## config.mk

```make
export PLATFORM = sky130hd
export DESIGN_NAME = mips_run_ctrl
export DESIGN_NICKNAME = d
export VERILOG_FILES = /design/src/rtl/mips_run_pkg.sv /design/src/rtl/mips_rst_sync.sv /design/src/rtl/mips_run_ctrl.sv
export SDC_FILE = /design/constraint.sdc
export NUM_CORES = 1
export LEC_CHECK = 0
export BUFFER_PORTS_ARGS = -buffer_cell sky130_fd_sc_hd__buf_2
export CORE_UTILIZATION = 48
export DETAILED_ROUTE_END_ITERATION = 16
export GPL_TIMING_DRIVEN = 0
export PLACE_DENSITY = 0.75
export SLEW_MARGIN = 10
export SYNTH_ARGS = -nofsm -noshare
export SYNTH_HDL_FRONTEND = slang
export SYNTH_SLANG_ARGS = --single-unit
```

## constraint.sdc

```tcl
create_clock -name clk -period 7.6 [get_ports clk]
set_input_delay 0 -clock clk [delete_from_list [all_inputs] [get_ports clk]]
set_output_delay 0 -clock clk [all_outputs]
set_load 0.02 [all_outputs]
```

## src/rtl/mips_run_pkg.sv

```systemverilog
// rtl/mips_run_pkg.sv - shared state encodings and helpers for the mips run controller
//
// Purpose: run-controller FSM state encoding and a constant clog2 helper.
// Ports:   none (package).
package mips_run_pkg;

  localparam int ST_W = 2;

  typedef enum logic [ST_W-1:0] {
    ST_RESET_HOLD = 2'b00,
    ST_RUN        = 2'b01,
    ST_HALTED     = 2'b10,
    ST_TIMEOUT    = 2'b11
  } run_state_t;

  // Smallest r with 2**r >= value; 0 for value <= 1.
  function automatic int clog2(input int value);
    int r;
    r = 0;
    while ((1 << r) < value) r++;
    return r;
  endfunction

endpackage

```

## src/rtl/mips_rst_sync.sv

```systemverilog
// rtl/mips_rst_sync.sv - 2-flop reset synchroniser, async assert / sync deassert
//
// Purpose: removes metastability from the release edge of the board reset while
//          still letting assertion take effect immediately.
// Ports:   clk      in  system clock
//          rst_in_n in  raw asynchronous active-low reset
//          rst_n    out synchronised active-low reset
module mips_rst_sync (
  input  logic clk,
  input  logic rst_in_n,
  output logic rst_n
);

  logic meta_q;
  logic sync_q;

  always_ff @(posedge clk or negedge rst_in_n) begin
    if (!rst_in_n) begin
      meta_q <= 1'b0;
      sync_q <= 1'b0;
    end else begin
      meta_q <= 1'b1;
      sync_q <= meta_q;
    end
  end

  assign rst_n = sync_q;

endmodule

```

## src/rtl/mips_run_ctrl.sv

```systemverilog
// rtl/mips_run_ctrl.sv - run controller: core reset sequencing, enable gating, counters, watchdog
//
// Purpose: holds the core in reset for RST_CYCLES after release/restart, then gates
//          core_en from run_en, counts enabled cycles and retires, and stops on halt,
//          no-retire watchdog or cycle budget. Optional retired-PC trace buffer is
//          built only when the macro MIPS_RUN_TRACE_EN is defined.
// Ports:   clk, rst (async active-low), run_en, restart, wb_valid, wb_pc[31:0], halt_req,
//          trace_idx  -> inputs
//          core_rst_n, core_en, cycle_cnt, retire_cnt, done, timeout, state[1:0],
//          trace_pc[31:0] -> outputs
module mips_run_ctrl
  import mips_run_pkg::*;
#(
  parameter int RST_CYCLES  = 16,
  parameter int CNT_W       = 32,
  parameter int WDOG_CYCLES = 256,
  parameter int MAX_CYCLES  = 2**20,
  parameter int TRACE_DEPTH = 8,
  localparam int IDX_W      = (clog2(TRACE_DEPTH) < 1) ? 1 : clog2(TRACE_DEPTH)
) (
  input  logic             clk,
  input  logic             rst,
  input  logic             run_en,
  input  logic             restart,
  input  logic             wb_valid,
  input  logic [31:0]      wb_pc,
  input  logic             halt_req,
  output logic             core_rst_n,
  output logic             core_en,
  output logic [CNT_W-1:0] cycle_cnt,
  output logic [CNT_W-1:0] retire_cnt,
  output logic             done,
  output logic             timeout,
  output logic [1:0]       state,
  input  logic [IDX_W-1:0] trace_idx,
  output logic [31:0]      trace_pc
);

  localparam int HOLD_W = (clog2(RST_CYCLES) < 1) ? 1 : clog2(RST_CYCLES);
  localparam int WD_W   = (clog2(WDOG_CYCLES + 1) < 1) ? 1 : clog2(WDOG_CYCLES + 1);
  localparam logic [HOLD_W-1:0] HOLD_LAST = HOLD_W'(RST_CYCLES - 1);
  localparam logic [WD_W-1:0]   WD_LAST   = WD_W'((WDOG_CYCLES == 0) ? 0 : WDOG_CYCLES - 1);
  localparam logic [63:0]       BUDGET_LAST = 64'(MAX_CYCLES) - 64'd1;

  logic rst_n;

  mips_rst_sync u_rst_sync (
    .clk      (clk),
    .rst_in_n (rst),
    .rst_n    (rst_n)
  );

  run_state_t        state_q, state_d;
  logic [HOLD_W-1:0] hold_cnt;
  logic [WD_W-1:0]   wdog;
  logic adv, retire, halt_hit, wdog_hit, budget_hit, hold_done, clear;

  always_comb begin
    state_d    = state_q;
    clear      = 1'b0;
    adv        = (state_q == ST_RUN) && core_en;
    retire     = adv && wb_valid;
    halt_hit   = retire && halt_req;
    // Expire on the enabled cycle that would take the watchdog to WDOG_CYCLES.
    wdog_hit   = (WDOG_CYCLES != 0) && adv && !wb_valid && (wdog == WD_LAST);
    budget_hit = (MAX_CYCLES != 0) && adv && (64'(cycle_cnt) == BUDGET_LAST);
    hold_done  = (hold_cnt == HOLD_LAST);
    case (state_q)
      ST_RESET_HOLD: if (hold_done) state_d = ST_RUN;
      ST_RUN: begin
        // Halt has priority over any expiry in the same cycle.
        if (halt_hit)                      state_d = ST_HALTED;
        else if (wdog_hit || budget_hit)   state_d = ST_TIMEOUT;
      end
      default: begin
        if (restart) begin
          state_d = ST_RESET_HOLD;
          clear   = 1'b1;
        end
      end
    endcase
  end

  always_ff @(posedge clk or negedge rst_n) begin
    if (!rst_n) begin
      state_q    <= ST_RESET_HOLD;
      hold_cnt   <= '0;
      core_rst_n <= 1'b0;
      core_en    <= 1'b0;
      cycle_cnt  <= '0;
      retire_cnt <= '0;
      wdog       <= '0;
      done       <= 1'b0;
      timeout    <= 1'b0;
    end else begin
      state_q <= state_d;
      if (clear) begin
        hold_cnt   <= '0;
        core_rst_n <= 1'b0;
        core_en    <= 1'b0;
        cycle_cnt  <= '0;
        retire_cnt <= '0;
        wdog       <= '0;
        done       <= 1'b0;
        timeout    <= 1'b0;
      end else begin
        if ((state_q == ST_RESET_HOLD) && !hold_done) hold_cnt <= hold_cnt + 1'b1;
        // Released on the same edge the FSM enters RUN; stays high in terminal
        // states, where the core is frozen by core_en instead.
        core_rst_n <= (state_d != ST_RESET_HOLD);
        core_en    <= (state_q == ST_RUN) && (state_d == ST_RUN) && run_en;
        if (adv) begin
          if (cycle_cnt != '1) cycle_cnt <= cycle_cnt + 1'b1;
          if (wb_valid)        wdog <= '0;
          else if (wdog != '1) wdog <= wdog + 1'b1;
        end
        if (retire && (retire_cnt != '1)) retire_cnt <= retire_cnt + 1'b1;
        if (halt_hit)                   done    <= 1'b1;
        else if (state_d == ST_TIMEOUT) timeout <= 1'b1;
      end
    end
  end

  assign state = state_q;

`ifdef MIPS_RUN_TRACE_EN
  logic [31:0]      trace_mem [TRACE_DEPTH];
  logic [IDX_W-1:0] wr_ptr;
  logic [IDX_W-1:0] rd_ptr;

  always_ff @(posedge clk or negedge rst_n) begin
    if (!rst_n) begin
      wr_ptr <= '0;
      for (int i = 0; i < TRACE_DEPTH; i++) trace_mem[i] <= '0;
    end else if (clear) begin
      wr_ptr <= '0;
      for (int i = 0; i < TRACE_DEPTH; i++) trace_mem[i] <= '0;
    end else if (retire) begin
      trace_mem[wr_ptr] <= wb_pc;
      wr_ptr            <= wr_ptr + 1'b1;
    end
  end

  // Index 0 is the newest entry; pointer arithmetic wraps at the power-of-2 depth.
  assign rd_ptr   = wr_ptr - 1'b1 - trace_idx;
  assign trace_pc = trace_mem[rd_ptr];
`else
  logic unused_trace;
  assign unused_trace = ^{trace_idx, wb_pc};
  assign trace_pc     = 32'h0;
`endif

endmodule

```

==> flow_metrics.py <==
metrics = {
    "outcome": {
        "status": "complete, no violations",
    },
    "power_and_ir_drop": {
        "leakage_nw": 2.66,
        "power.density_cell_area_nw_per_um2": 227,
        "power.ir.vdd_worst_v": 0.000174,
    },
    "worst_setup_path": {
        "end_kind": "flip-flop",
        "cp-start-kind": "flip-flop",
        "worst-endpoint-arrival_ns": 2.71,
        "timing.setup.critical_path_class": "flip-flop to flip-flop",
        "required_ns": 7.88,
        "critical_path.max_fanout": 10,
    },
    "yosys": {
        "synth_edf_count": 0,
        "synth.area.top_cells": "sky130_fd_sc_hd__dfrtp_1 (44%), sky130_fd_sc_hd__buf_4 (5.1%), sky130_fd_sc_hd__a21oi_1 (4.8%)",
        "synthesis.instances": 532,
        "synth-warning-count": 0,
        "synth_top_area_share_pct": 43.6,
        "syn_avg_cell_area_sq_um": 9.17,
        "async_reset_ff_share_pct": 100,
        "synthesis.area_sq_um": 4880,
        "synth_area_leader_cell": "sky130_fd_sc_hd__dfrtp_1",
        "ys_ff_latch": 85,
        "post_synthesis_cell_type_count": 53,
        "synth_top_flop_cell": "sky130_fd_sc_hd__dfrtp_1",
        "synth.yosys.seq_area_share_pct": 43.6,
    },
    "clock_network": {
        "postCtsSetupRepairBufs": 0,
        "cts_tree": "done",
        "post_cts.resized_instances": 0,
        "path_clk_slew_ns": 0.09,
        "cts-root-buf": "sky130_fd_sc_hd__clkbuf_8",
        "numCtsBuffers": 9,
        "worst_skew_pair.late_latency_ns": 0.37,
        "numClockSinks": 85,
        "htree_num_levels": 3,
        "clock_tree.buffer_depth": 2,
    },
    "global_route": {
        "grt_remaining_overflow": 0,
        "grt_max_degree": 50,
        "via_count_of_the_first_global_routing_pass": 4270,
        "global_route_wire_length_before_repair_microns": 20500,
        "grt_usage_pct": 24.9,
        "antenna_found_initial": 0,
    },
    "drt": {
        "routedLengthMet1_microns": 5290,
        "drt_iter0_drc": 335,
        "first_drt_pass_iteration_count": 4,
        "met2RoutedLength_microns": 6150,
        "metal3_wl_microns": 936,
        "detailroute.via_count": 4643,
        "drc": 0,
        "post_drt_via_cell_ratio": 5.86,
        "top_layer": "met4",
        "route.final.wire_length_microns": 12500,
        "antenna_left": 0,
        "avgRoutedWirePerCell_microns": 15.8,
    },
    "sta": {
        "timing_hold_violations_final": 0,
        "maxSlewViolCount": 0,
        "fmax_mhz": 411,
        "final.setup_skew_ns": 0.0183,
        "tns_ns": 0,
        "worst_slew_slack_as_a_fraction_of_its_limit_pct": 47.8,
        "final_min_period_over_clock_period_pct": 32.0,
        "finalCriticalPeriod_ns": 2.43,
        "rsz0062_at_grt": "false",
        "worst_slew_pin_slew_ns": 0.777,
        "layout_setup_ws_ns": 5.17,
        "setup_violations": 0,
    },
    "job": {
        "cap_viol_max_count": 0,
    },
    "finish": {
        "finalNetCount": 701,
        "flow.area_growth_from_synthesis_pct": 18.6,
        "antenna_cells": 0,
        "stdcell_area_sq_um": 5790,
        "drive_gt1_share_pct": 22.8,
    },
    "floorplanning": {
        "initial_utilization_pct": 49.7,
        "core-area_sq_um": 9820,
        "placementRows": 36,
        "io-pin-count": 143,
        "die_y_microns": 103,
        "die_area_sq_um": 10600,
        "die_w_microns": 103,
    },
    "worst_hold_path": {
        "worst_hold_path_type": "primary input to flip-flop",
    },
    "placed_design": {
        "port-buffer-count": 75,
        "gp_congestion": 0.824,
        "preCtsSetupSlack_ns": 5.28,
        "place_area_sq_um": 5570,
        "detailedPlacementHpwl_microns": 8950,
    },
}
Yosys cell counts (3+ instances only):
| library cell | n |
|---|---|
| sky130_fd_sc_hd__xnor2_1 | 6 |
| sky130_fd_sc_hd__nor4_1 | 9 |
| sky130_fd_sc_hd__xor2_1 | 3 |
| sky130_fd_sc_hd__or4_1 | 20 |
| sky130_fd_sc_hd__and4_1 | 6 |
| sky130_fd_sc_hd__and3_1 | 12 |
| sky130_fd_sc_hd__nand3_1 | 29 |
| sky130_fd_sc_hd__o41ai_1 | 5 |
| sky130_fd_sc_hd__inv_1 | 13 |
| sky130_fd_sc_hd__clkbuf_1 | 12 |
| sky130_fd_sc_hd__nand4_1 | 21 |
| sky130_fd_sc_hd__or2_2 | 3 |
| sky130_fd_sc_hd__o31ai_1 | 22 |
| sky130_fd_sc_hd__buf_4 | 33 |
| sky130_fd_sc_hd__and2_1 | 8 |
| sky130_fd_sc_hd__nor2_1 | 26 |
| sky130_fd_sc_hd__a21oi_1 | 47 |
| sky130_fd_sc_hd__o211ai_1 | 7 |
| sky130_fd_sc_hd__o311ai_0 | 4 |
| sky130_fd_sc_hd__nand2_1 | 37 |
| sky130_fd_sc_hd__dfrtp_1 | 85 |
| sky130_fd_sc_hd__or3_1 | 29 |
| sky130_fd_sc_hd__ha_1 | 6 |
| sky130_fd_sc_hd__nor3_1 | 7 |
| sky130_fd_sc_hd__buf_2 | 4 |
| sky130_fd_sc_hd__o21ai_0 | 34 |
| sky130_fd_sc_hd__o21a_1 | 4 |
| sky130_fd_sc_hd__buf_6 | 4 |
| sky130_fd_sc_hd__nor2b_1 | 3 |
worst paths after layout:
kind / from / depth (start not counted) / to / slack (ns)
worst max-delay path: cycle_cnt[0]$_DFFE_PN0P_ / 8 / cycle_cnt[9]$_DFFE_PN0P_ / 5.17
worst min-delay path: run_en / 3 / core_en$_DFF_PN0_ / 0.05
worst max register to register: cycle_cnt[0]$_DFFE_PN0P_ / 8 / cycle_cnt[9]$_DFFE_PN0P_ / 5.17
worst min register to register: u_rst_sync.rst_n$_DFF_PN0_ / 0 / retire_cnt[1]$_DFFE_PN0P_ / 0.30
max in group asynchronous: u_rst_sync.rst_n$_DFF_PN0_ / 1 / retire_cnt[26]$_DFFE_PN0P_ / 6.67
min in group asynchronous: u_rst_sync.rst_n$_DFF_PN0_ / 0 / retire_cnt[1]$_DFFE_PN0P_ / 0.30
stage by stage:
stage	hold WS [ns]	power [mW]	instances	util, %
after floorplan	-0.296	0.877	563	-
after global placement	-0.215	0.983	771	56.4
after detailed placement	-0.212	1.01	772	56.7
after CTS	0.0357	1.32	792	58.9
after global routing	0.0576	1.40	792	58.9
final	0.0465	1.31	792	58.9
layout by cell type (no fill, tap or decap), types with 5 or more instances in the layout:
master / count
sky130_fd_sc_hd__nor2_1: 26
sky130_fd_sc_hd__or3_1: 29
sky130_fd_sc_hd__and4_1: 6
sky130_fd_sc_hd__o41ai_1: 5
sky130_fd_sc_hd__buf_2: 79
sky130_fd_sc_hd__o211ai_1: 7
sky130_fd_sc_hd__and3_1: 12
sky130_fd_sc_hd__clkbuf_8: 9
sky130_fd_sc_hd__and2_1: 8
sky130_fd_sc_hd__xnor2_1: 6
sky130_fd_sc_hd__inv_1: 13
sky130_fd_sc_hd__buf_4: 33
sky130_fd_sc_hd__conb_1: 33
sky130_fd_sc_hd__nand3_1: 29
sky130_fd_sc_hd__nor4_1: 9
sky130_fd_sc_hd__clkbuf_1: 12
sky130_fd_sc_hd__o21ai_0: 34
sky130_fd_sc_hd__o31ai_1: 22
sky130_fd_sc_hd__nand2_1: 37
sky130_fd_sc_hd__nor3_1: 7
sky130_fd_sc_hd__nand4_1: 21
sky130_fd_sc_hd__inv_6: 5
sky130_fd_sc_hd__a21oi_1: 47
sky130_fd_sc_hd__ha_1: 6
sky130_fd_sc_hd__or4_1: 20
sky130_fd_sc_hd__dfrtp_1: 84
registers in the layout (all words and copies together), names as in the netlist:
register           cells
u_rst_sync.meta_q      1
hold_cnt               4
core_en                1
cycle_cnt             32
retire_cnt            32
core_rst_n             1
state                  2
done                   1
u_rst_sync.rst_n       1
timeout                1
wdog                   9
per-layer routing:
layer	up-vias	GRT usage, %
met5	-	0
met4	0	7.80
met3	15	5.56
met2	192	41.2
met1	2245	32.7
li1	2191	-
logic make-up after synthesis:
| kind of cell | Yosys count | synth area share [%] |
|---|---|---|
| simple gates | 222 | 26.1 |
| xor+xnor | 9 | 1.62 |
| other cells | 2 | 0.154 |
| fa+ha+maj | 6 | 1.54 |
| compound gates | 138 | 17.9 |
| buf+inv | 68 | 8.72 |
| mux | 2 | 0.410 |
| flops | 85 | 43.6 |
repair_timing:
| action | in CTS | in global routing |
|---|---|---|
| hold buffers | 4 | 0 |
| endpoints found under the setup margin | 0 | 0 |
| endpoints found under the hold margin | 6 | 0 |
where the power goes:
part	switching [mW]	internal [mW]	leakage, nW
clock network	0.182	0.124	0.0952
registers	0.0919	0.529	1.15
logic	0.246	0.139	1.42
total	0.520	0.791	2.66
final cells by class:
class	count	area, sq um
fillers	898	4030
multi-input cells	410	2440
flip-flops and latches	85	2130
repair buffers	80	443
plain buffers	55	377
well taps	133	166
clock buffers	9	124
clock inverters	7	53.8
inverters	13	48.8
critical path: stages (launching register included):
cell and delay (ns):
sky130_fd_sc_hd__dfrtp_1 0.49, sky130_fd_sc_hd__ha_1 0.23, sky130_fd_sc_hd__and2_1 0.19, sky130_fd_sc_hd__nand4_2 0.21, sky130_fd_sc_hd__nor4_4 0.61, sky130_fd_sc_hd__buf_6 0.22, sky130_fd_sc_hd__buf_6 0.16, sky130_fd_sc_hd__o31ai_1 0.09
sky130_fd_sc_hd__a21oi_1 0.14
No activity file was read; power rests on OpenSTA's default activity.
